<file path="config.mk">
export PLATFORM = sky130hd
export DESIGN_NAME = serial_sub4
export DESIGN_NICKNAME = d
export VERILOG_FILES = /design/src/rtl/serial_sub4.sv
export SDC_FILE = /design/constraint.sdc
export NUM_CORES = 1
export LEC_CHECK = 0
export CAP_MARGIN = 10
export CORE_ASPECT_RATIO = 1.4
export CORE_MARGIN = 2
export CORE_UTILIZATION = 35
export DETAILED_ROUTE_END_ITERATION = 16
export GPL_TIMING_DRIVEN = 0
export SLEW_MARGIN = 25
export SYNTH_ARGS = -nofsm -noshare
export SYNTH_HDL_FRONTEND = slang
export SYNTH_SLANG_ARGS = --single-unit
</file>
<file path="constraint.sdc">
create_clock -name clk -period 2.9 [get_ports clk]
set_input_delay 0.435 -clock clk [delete_from_list [all_inputs] [get_ports clk]]
set_output_delay 0.435 -clock clk [all_outputs]
set_load 0.01 [all_outputs]
</file>
<file path="src/rtl/serial_sub4.sv">
// serial_sub4: bit-serial A - B - BIN, one bit per clock, with start/busy/done handshake
module serial_sub4 #(
    parameter int WIDTH = 4
) (
    input  logic             clk,
    input  logic             rst_n,
    input  logic             start,
    input  logic [WIDTH-1:0] A,
    input  logic [WIDTH-1:0] B,
    input  logic             BIN,
    output logic [WIDTH-1:0] D,
    output logic             BOUT,
    output logic             OVF,
    output logic             busy,
    output logic             done
);
    localparam int CW = $clog2(WIDTH);

    typedef enum logic [1:0] {IDLE, RUN, DONE} state_t;

    state_t           state_q, state_d;
    logic [CW-1:0]    cnt_q, cnt_d;
    logic [WIDTH-1:0] ra_q, ra_d, rb_q, rb_d, res_q, res_d, d_q, d_d;
    logic             br_q, br_d, a_msb_q, a_msb_d, b_msb_q, b_msb_d;
    logic             bout_q, bout_d, ovf_q, ovf_d;
    logic             bit_d, bit_b, last;
    logic [WIDTH-1:0] res_next;

    assign bit_d    = ra_q[0] ^ rb_q[0] ^ br_q;
    assign bit_b    = (~ra_q[0] & rb_q[0]) | (~(ra_q[0] ^ rb_q[0]) & br_q);
    assign res_next = {bit_d, res_q[WIDTH-1:1]};
    assign last     = cnt_q == CW'(WIDTH - 1);

    assign D    = d_q;
    assign BOUT = bout_q;
    assign OVF  = ovf_q;
    assign busy = state_q == RUN;
    assign done = state_q == DONE;

    // next state: accept operands when idle/done, otherwise step one bit per clock
    always_comb begin
        state_d = state_q;
        cnt_d   = cnt_q;
        ra_d    = ra_q;
        rb_d    = rb_q;
        br_d    = br_q;
        res_d   = res_q;
        a_msb_d = a_msb_q;
        b_msb_d = b_msb_q;
        d_d     = d_q;
        bout_d  = bout_q;
        ovf_d   = ovf_q;
        case (state_q)
            RUN: begin
                ra_d  = ra_q >> 1;
                rb_d  = rb_q >> 1;
                br_d  = bit_b;
                res_d = res_next;
                cnt_d = last ? '0 : cnt_q + 1'b1;
                if (last) begin
                    state_d = DONE;
                    d_d     = res_next;
                    bout_d  = bit_b;
                    ovf_d   = (a_msb_q != b_msb_q) & (res_next[WIDTH-1] != a_msb_q);
                end
            end
            default: begin
                state_d = start ? RUN : IDLE;
                if (start) begin
                    ra_d    = A;
                    rb_d    = B;
                    br_d    = BIN;
                    res_d   = '0;
                    cnt_d   = '0;
                    a_msb_d = A[WIDTH-1];
                    b_msb_d = B[WIDTH-1];
                end
            end
        endcase
    end

    // state and datapath registers, cleared asynchronously
    always_ff @(posedge clk or negedge rst_n) begin
        if (!rst_n) begin
            state_q <= IDLE;
            cnt_q   <= '0;
            ra_q    <= '0;
            rb_q    <= '0;
            br_q    <= 1'b0;
            res_q   <= '0;
            a_msb_q <= 1'b0;
            b_msb_q <= 1'b0;
            d_q     <= '0;
            bout_q  <= 1'b0;
            ovf_q   <= 1'b0;
        end else begin
            state_q <= state_d;
            cnt_q   <= cnt_d;
            ra_q    <= ra_d;
            rb_q    <= rb_d;
            br_q    <= br_d;
            res_q   <= res_d;
            a_msb_q <= a_msb_d;
            b_msb_q <= b_msb_d;
            d_q     <= d_d;
            bout_q  <= bout_d;
            ovf_q   <= ovf_d;
        end
    end
endmodule

</file>
==> results of run 1 <==
## stage by stage
stage	util [%]	hold slack (ns)	total power (uW)
after floorplan	-	0.139	947
after detailed placement	44.9	0.455	1160
after global routing	46.7	0.179	1480
after global placement	45.0	0.462	1150
after CTS	46.7	0.164	1390
final	46.7	0.146	1360
## worst max-delay path, cell delays in order, from the launching register on
cell             delay [ns]
dfrtp_1                0.42
nor2b_4                0.12
buf_6                  0.13
buf_2                  0.21
clkdlybuf4s50_1        0.57
## sequential cells by signal, indices dropped and copies added (netlist names)
signal,cells
D,4
ra_q,4
rb_q,4
res_q,3
cnt_q,2
state_q,2
BOUT,1
OVF,1
a_msb_q,1
b_msb_q,1
br_q,1
## Yosys cell counts (all sizes together) (2+ instances only)
| cell | count | area [um^2] |
|---|---|---|
| dfrtp | 24 | 601 |
| nand2 | 12 | 45.0 |
| o21ai | 12 | 60.1 |
| mux2i | 8 | 80.1 |
| mux2 | 6 | 75.1 |
| nor2 | 6 | 22.5 |
| nand2b | 5 | 38.8 |
| buf | 4 | 32.5 |
| inv | 3 | 11.3 |
| a21oi | 2 | 10.0 |
| nor2b | 2 | 20.0 |
## power breakdown
group	switching, uW	internal, uW	leakage (uW)
clock network	101	121	0.0000288
registers	83.1	483	0.000302
logic	260	314	0.000312
total	444	918	0.000643
## layout by cell type (no fill, tap or decap), drive strengths merged
master and instances:
dfrtp 24, clkdlybuf4s50 18, nand2 12, o21ai 12, mux2i 8, nor2 6, mux2 6, nand2b 5
buf 5, clkbuf 4, inv 3, a21oi 2, nor2b 2, and2b 1, nand3b 1, a211oi 1
and3b 1, a22o 1, fa 1, ha 1
## final cells by class
cell class	count	area (um^2)
clock buffer	4	55.1
multi-input combinational	60	428
timing repair buffer	19	185
tap	37	46.3
inverter	3	11.3
sequential	24	601
buffer	4	32.5
fill	288	1550
## logic make-up after synthesis
| family | count (synthesis) | synth area share [%] |
|---|---|---|
| AND/OR/NAND/NOR | 28 | 14.4 |
| flip-flops | 24 | 56.0 |
| AO/OA/AOI/OAI | 16 | 8.05 |
| multiplexers | 14 | 14.5 |
| buffers and inverters | 7 | 4.08 |
| adder cells (fa/ha/maj) | 2 | 3.03 |
## worst min-delay path by stage
stage | to | slack (ns) | cells past startpoint
floorplan | BOUT | 0.14 | 0
global placement | BOUT | 0.46 | 2
detailed placement | rb_q[1] | 0.46 | 1
CTS | br_q | 0.16 | 1
global route | ra_q[2] | 0.18 | 1
finish | rb_q[1] | 0.15 | 1
## per-layer routing
layer | GRT usage, % | vias up
met4 | 2.70 | 0
met5 | 0 | -
met1 | 14.6 | 331
met3 | 2.16 | 2
met2 | 18.3 | 17
li1 | - | 348
==> flow_summary.toml, run 1 <==
[status]
status = "finished clean"

[clock_network]
cts_max_level = 1
cts_made_buffers = 3
hold_buffers = 0
cts_tree = "done"
cts_sinks = 24
clkSlewWorstSetupHoldPaths_ns = 0.08
cts_resized = 0
insertion_delay_ns = 0.26
clk_path_buf_depth = 2
clockRootBuffer = "clkbuf_8"
postCtsSetupBuffers = 0

[sta]
rsz0062_at_grt = "no"
fmax_mhz = 464
slew_headroom_pct = 64.2
fin_skew_ns = 0.00197
tightest_slew_ns = 0.537
tns_ns = 0
setup_violations = 0
finalCritPeriodShare_pct = 74.3
setup_ws_ns = 0.745
hold_viol = 0
period_needed_ns = 2.16
maxSlewViolCount = 0

[synthesis]
yosysWarnings = 0
ys_ff_latch = 24
synth-edff-count = 0
yosysSeqAreaShare_pct = 56.0
synthCells = 91
synth_nets = 105
async_reset_ff_share_pct = 100
syn_area_per_cell_um2 = 11.8
ys.flop_type = "dfrtp_1"
ys_types = 22
syn_area_um2 = 1070

[die]
start_util_pct = 36.9
die_area_um2 = 3530
dieWidth_um = 50.8
num_io_pins = 20
core_um2 = 2910
fp-row-count = 23
die_h_um = 69.5

[setup_path]
crit_end = "busy"
startpoint_type = "register"
critical_path_arrival_ns = 1.72
r2r_cells = 4
cp_max_fo = 10
r2r_end = "OVF"
end_kind = "output pin"
crit_type = "reg2out"
cp-startpoint = "state_q[1]"
crit_required_ns = 2.47
reg2reg_slack_ns = 1.45
reg2reg_from = "ra_q[0]"

[power]
ir_worst_vdd_mv = 0.527
power_density_nw_per_um2 = 1000
leakagePower_uw = 0.000643

[flow_run]
maxCapViolations = 0

[finish]
fin_area_um2 = 1360
drive_gt1_share_pct = 15.8
layout-area-overhead-vs-synth_pct = 26.7
fin_cells = 151
antenna_cells = 0
nets = 129

[routing]
drt-met1-wl_um = 795
drtIter0Drc = 11
met3_length_um = 72
route.met2.wl_um = 851
via_count = 698
remaining_drc_errors = 0
routed_via_density = 4.62
first_pass_iters = 4
antenna_left = 0
routed.top_layer = "met4"
finalWirelength_um = 1740
routedWlPerCell_um = 11.5

[grt]
grt_overflow = 0
antenna_found_initial = 0
grt_pass1_wl_um = 3070
grt_pass1_vias = 682
globalRouteTotalUtil_pct = 11.0
grt_max_degree = 25

[placed_design]
placed_area_um2 = 1300
dp_hpwl_um = 1290
numPortBuffers = 19
place_inst = 147
place_ws_ns = 1.03
place_congestion = 0.779

[min_path]
hp-class = "in2async"
No activity file was read; power rests on OpenSTA's default activity.
==> run 2: changes to the inputs <==
Clock period 2.9 ns to 2.1 ns, I/O delays scaled along.
==> flow_summary.toml, run 2 (synthesis results as in run 1) <==
[routing]
drtIter0Drc = 6
first_pass_iters = 4
routedWlPerCell_um = 11.5
antenna_left = 0
via_count = 690
routed_via_density = 4.60
finalWirelength_um = 1720
remaining_drc_errors = 0

[finish]
drive_gt1_share_pct = 15.0
antenna_cells = 0
nets = 128
layout_common_cells = "dfrtp_1, clkdlybuf4s50_1, nand2_1, o21ai_0, mux2i_1"
fillCellCount = 287
mostFrequentLayoutCell = "dfrtp_1"
fin_util_pct = 46.6
layout-area-overhead-vs-synth_pct = 26.3

[flow_run]
maxCapViolations = 0

[grt]
grt_pass1_wl_um = 3070
antenna_found_initial = 0
met2_usage_pct = 18.3
grt_max_degree = 25
use_met1_pct = 14.6
grt_overflow = 0
grt_pass1_vias = 682
busiest_layer = "met2"
globalRouteTotalUtil_pct = 11.0
grtUsageMet3_pct = 2.16

[sta]
hold_viol = 0
fin_skew_ns = 0.00195
finalCritPeriodShare_pct = 88.2
rsz0062_at_grt = "no"
slew_headroom_pct = 64.6
fmax_mhz = 540
maxSlewViolCount = 0
period_needed_ns = 1.85
tns_ns = 0
setup_violations = 0
tightest_slew_ns = 0.531

[clock_network]
clk_path_buf_depth = 2
clkSlewWorstSetupHoldPaths_ns = 0.08
cts_resized = 0
cts_tree = "done"
insertion_delay_ns = 0.26
clockRootBuffer = "clkbuf_8"
cts_max_level = 1
postCtsSetupBuffers = 0
cts_made_buffers = 3
cts_sinks = 24
hold_buffers = 0

[die]
die_h_um = 69.5
die_area_um2 = 3530
fp-row-count = 23
start_util_pct = 36.9
num_io_pins = 20
dieWidth_um = 50.8
core_um2 = 2910

[power]
power_frac_clock_pct = 16.4
ir_worst_vdd_mv = 0.724
swShare_pct = 32.6
power_density_nw_per_um2 = 1380
p_int_uw = 1260
switching_power_uw = 610
leakagePower_uw = 0.000639
p_seq_share_pct = 41.8
combPwrFrac_pct = 41.8

[setup_path]
crit_slowest_cell = "clkdlybuf4s50_1"
critical_path_arrival_ns = 1.54
end_kind = "output pin"
crit_type = "reg2out"
startpoint_type = "register"
reg2reg_slack_ns = 0.65
max_stage_delay_ns = 0.56
path_cells = "nor2b_4, buf_6, clkdlybuf4s50_1"
cp_max_fo = 19
crit_required_ns = 1.78

[placed_design]
numPortBuffers = 19
place_congestion = 0.779
dp_hpwl_um = 1290

[min_path]
hp-class = "in2async"

[status]
status = "finished clean"
## run 2: cell types whose count changed in the layout (fill, tap and decap cells not counted)
cell and delta:
buf_2 -1
## run 2: worst max-delay path: cells and delay by family (launching register included)
kind | cells | cell delay, ns
buffers and inverters | 2 | 0.73
DFF | 1 | 0.42
and+or+nand+nor | 1 | 0.12
## run 2: power groups by stage
stage	combinational (uW)	clock (uW)	sequential [uW]
after detailed placement	813	0	794
after global routing	889	338	812
after CTS	816	324	783
after global placement	798	0	785
after floorplan	512	0	797
final	782	306	782
## run 2: area by class of cell
cell class | instances | area, um^2 | share of cell area, %
multi-input cells | 60 | 428 | 31.6
inverters | 3 | 11.3 | 0.832
plain buffers | 3 | 27.5 | 2.03
flip-flops and latches | 24 | 601 | 44.4
clock buffers | 4 | 55.1 | 4.07
repair buffers | 19 | 185 | 13.7
well taps | 37 | 46.3 | 3.42
## run 2: layer usage
metal / part of all wire, % / vias up / wire [um]
li1: - / 345 / -
met4: 1.1 / 0 / 19
met3: 4.2 / 2 / 72
met2: 48 / 17 / 827
met1: 47 / 326 / 802
met5: 0 / - / 0
## run 2: stage by stage
step / std cells / area, um^2 / hold slack, ns / worst slack [ns] / power, uW
finish: 150 / 1350 / 0.0223 / 0.248 / 1870
detailed placement: 147 / 1300 / 0.335 / 0.352 / 1610
global placement: 147 / 1310 / 0.462 / 0.362 / 1580
CTS: 151 / 1360 / 0.0440 / 0.0440 / 1920
floorplan: 91 / 1070 / 0.0194 / 0.731 / 1310
global route: 150 / 1350 / 0.0585 / 0.170 / 2040
## run 2: path summary, 6_finish.rpt
| check | start | end | cells after the start |
|---|---|---|---|
| worst max-delay path | state_q[1] | busy | 3 |
| worst min-delay path | rst_n | rb_q[1] | 1 |
| worst max register to register | ra_q[0] | OVF | 4 |
| worst min register to register | BOUT | BOUT | 2 |
| max in group asynchronous | rst_n | cnt_q[0] | 1 |
| min in group clk | BOUT | BOUT | 2 |
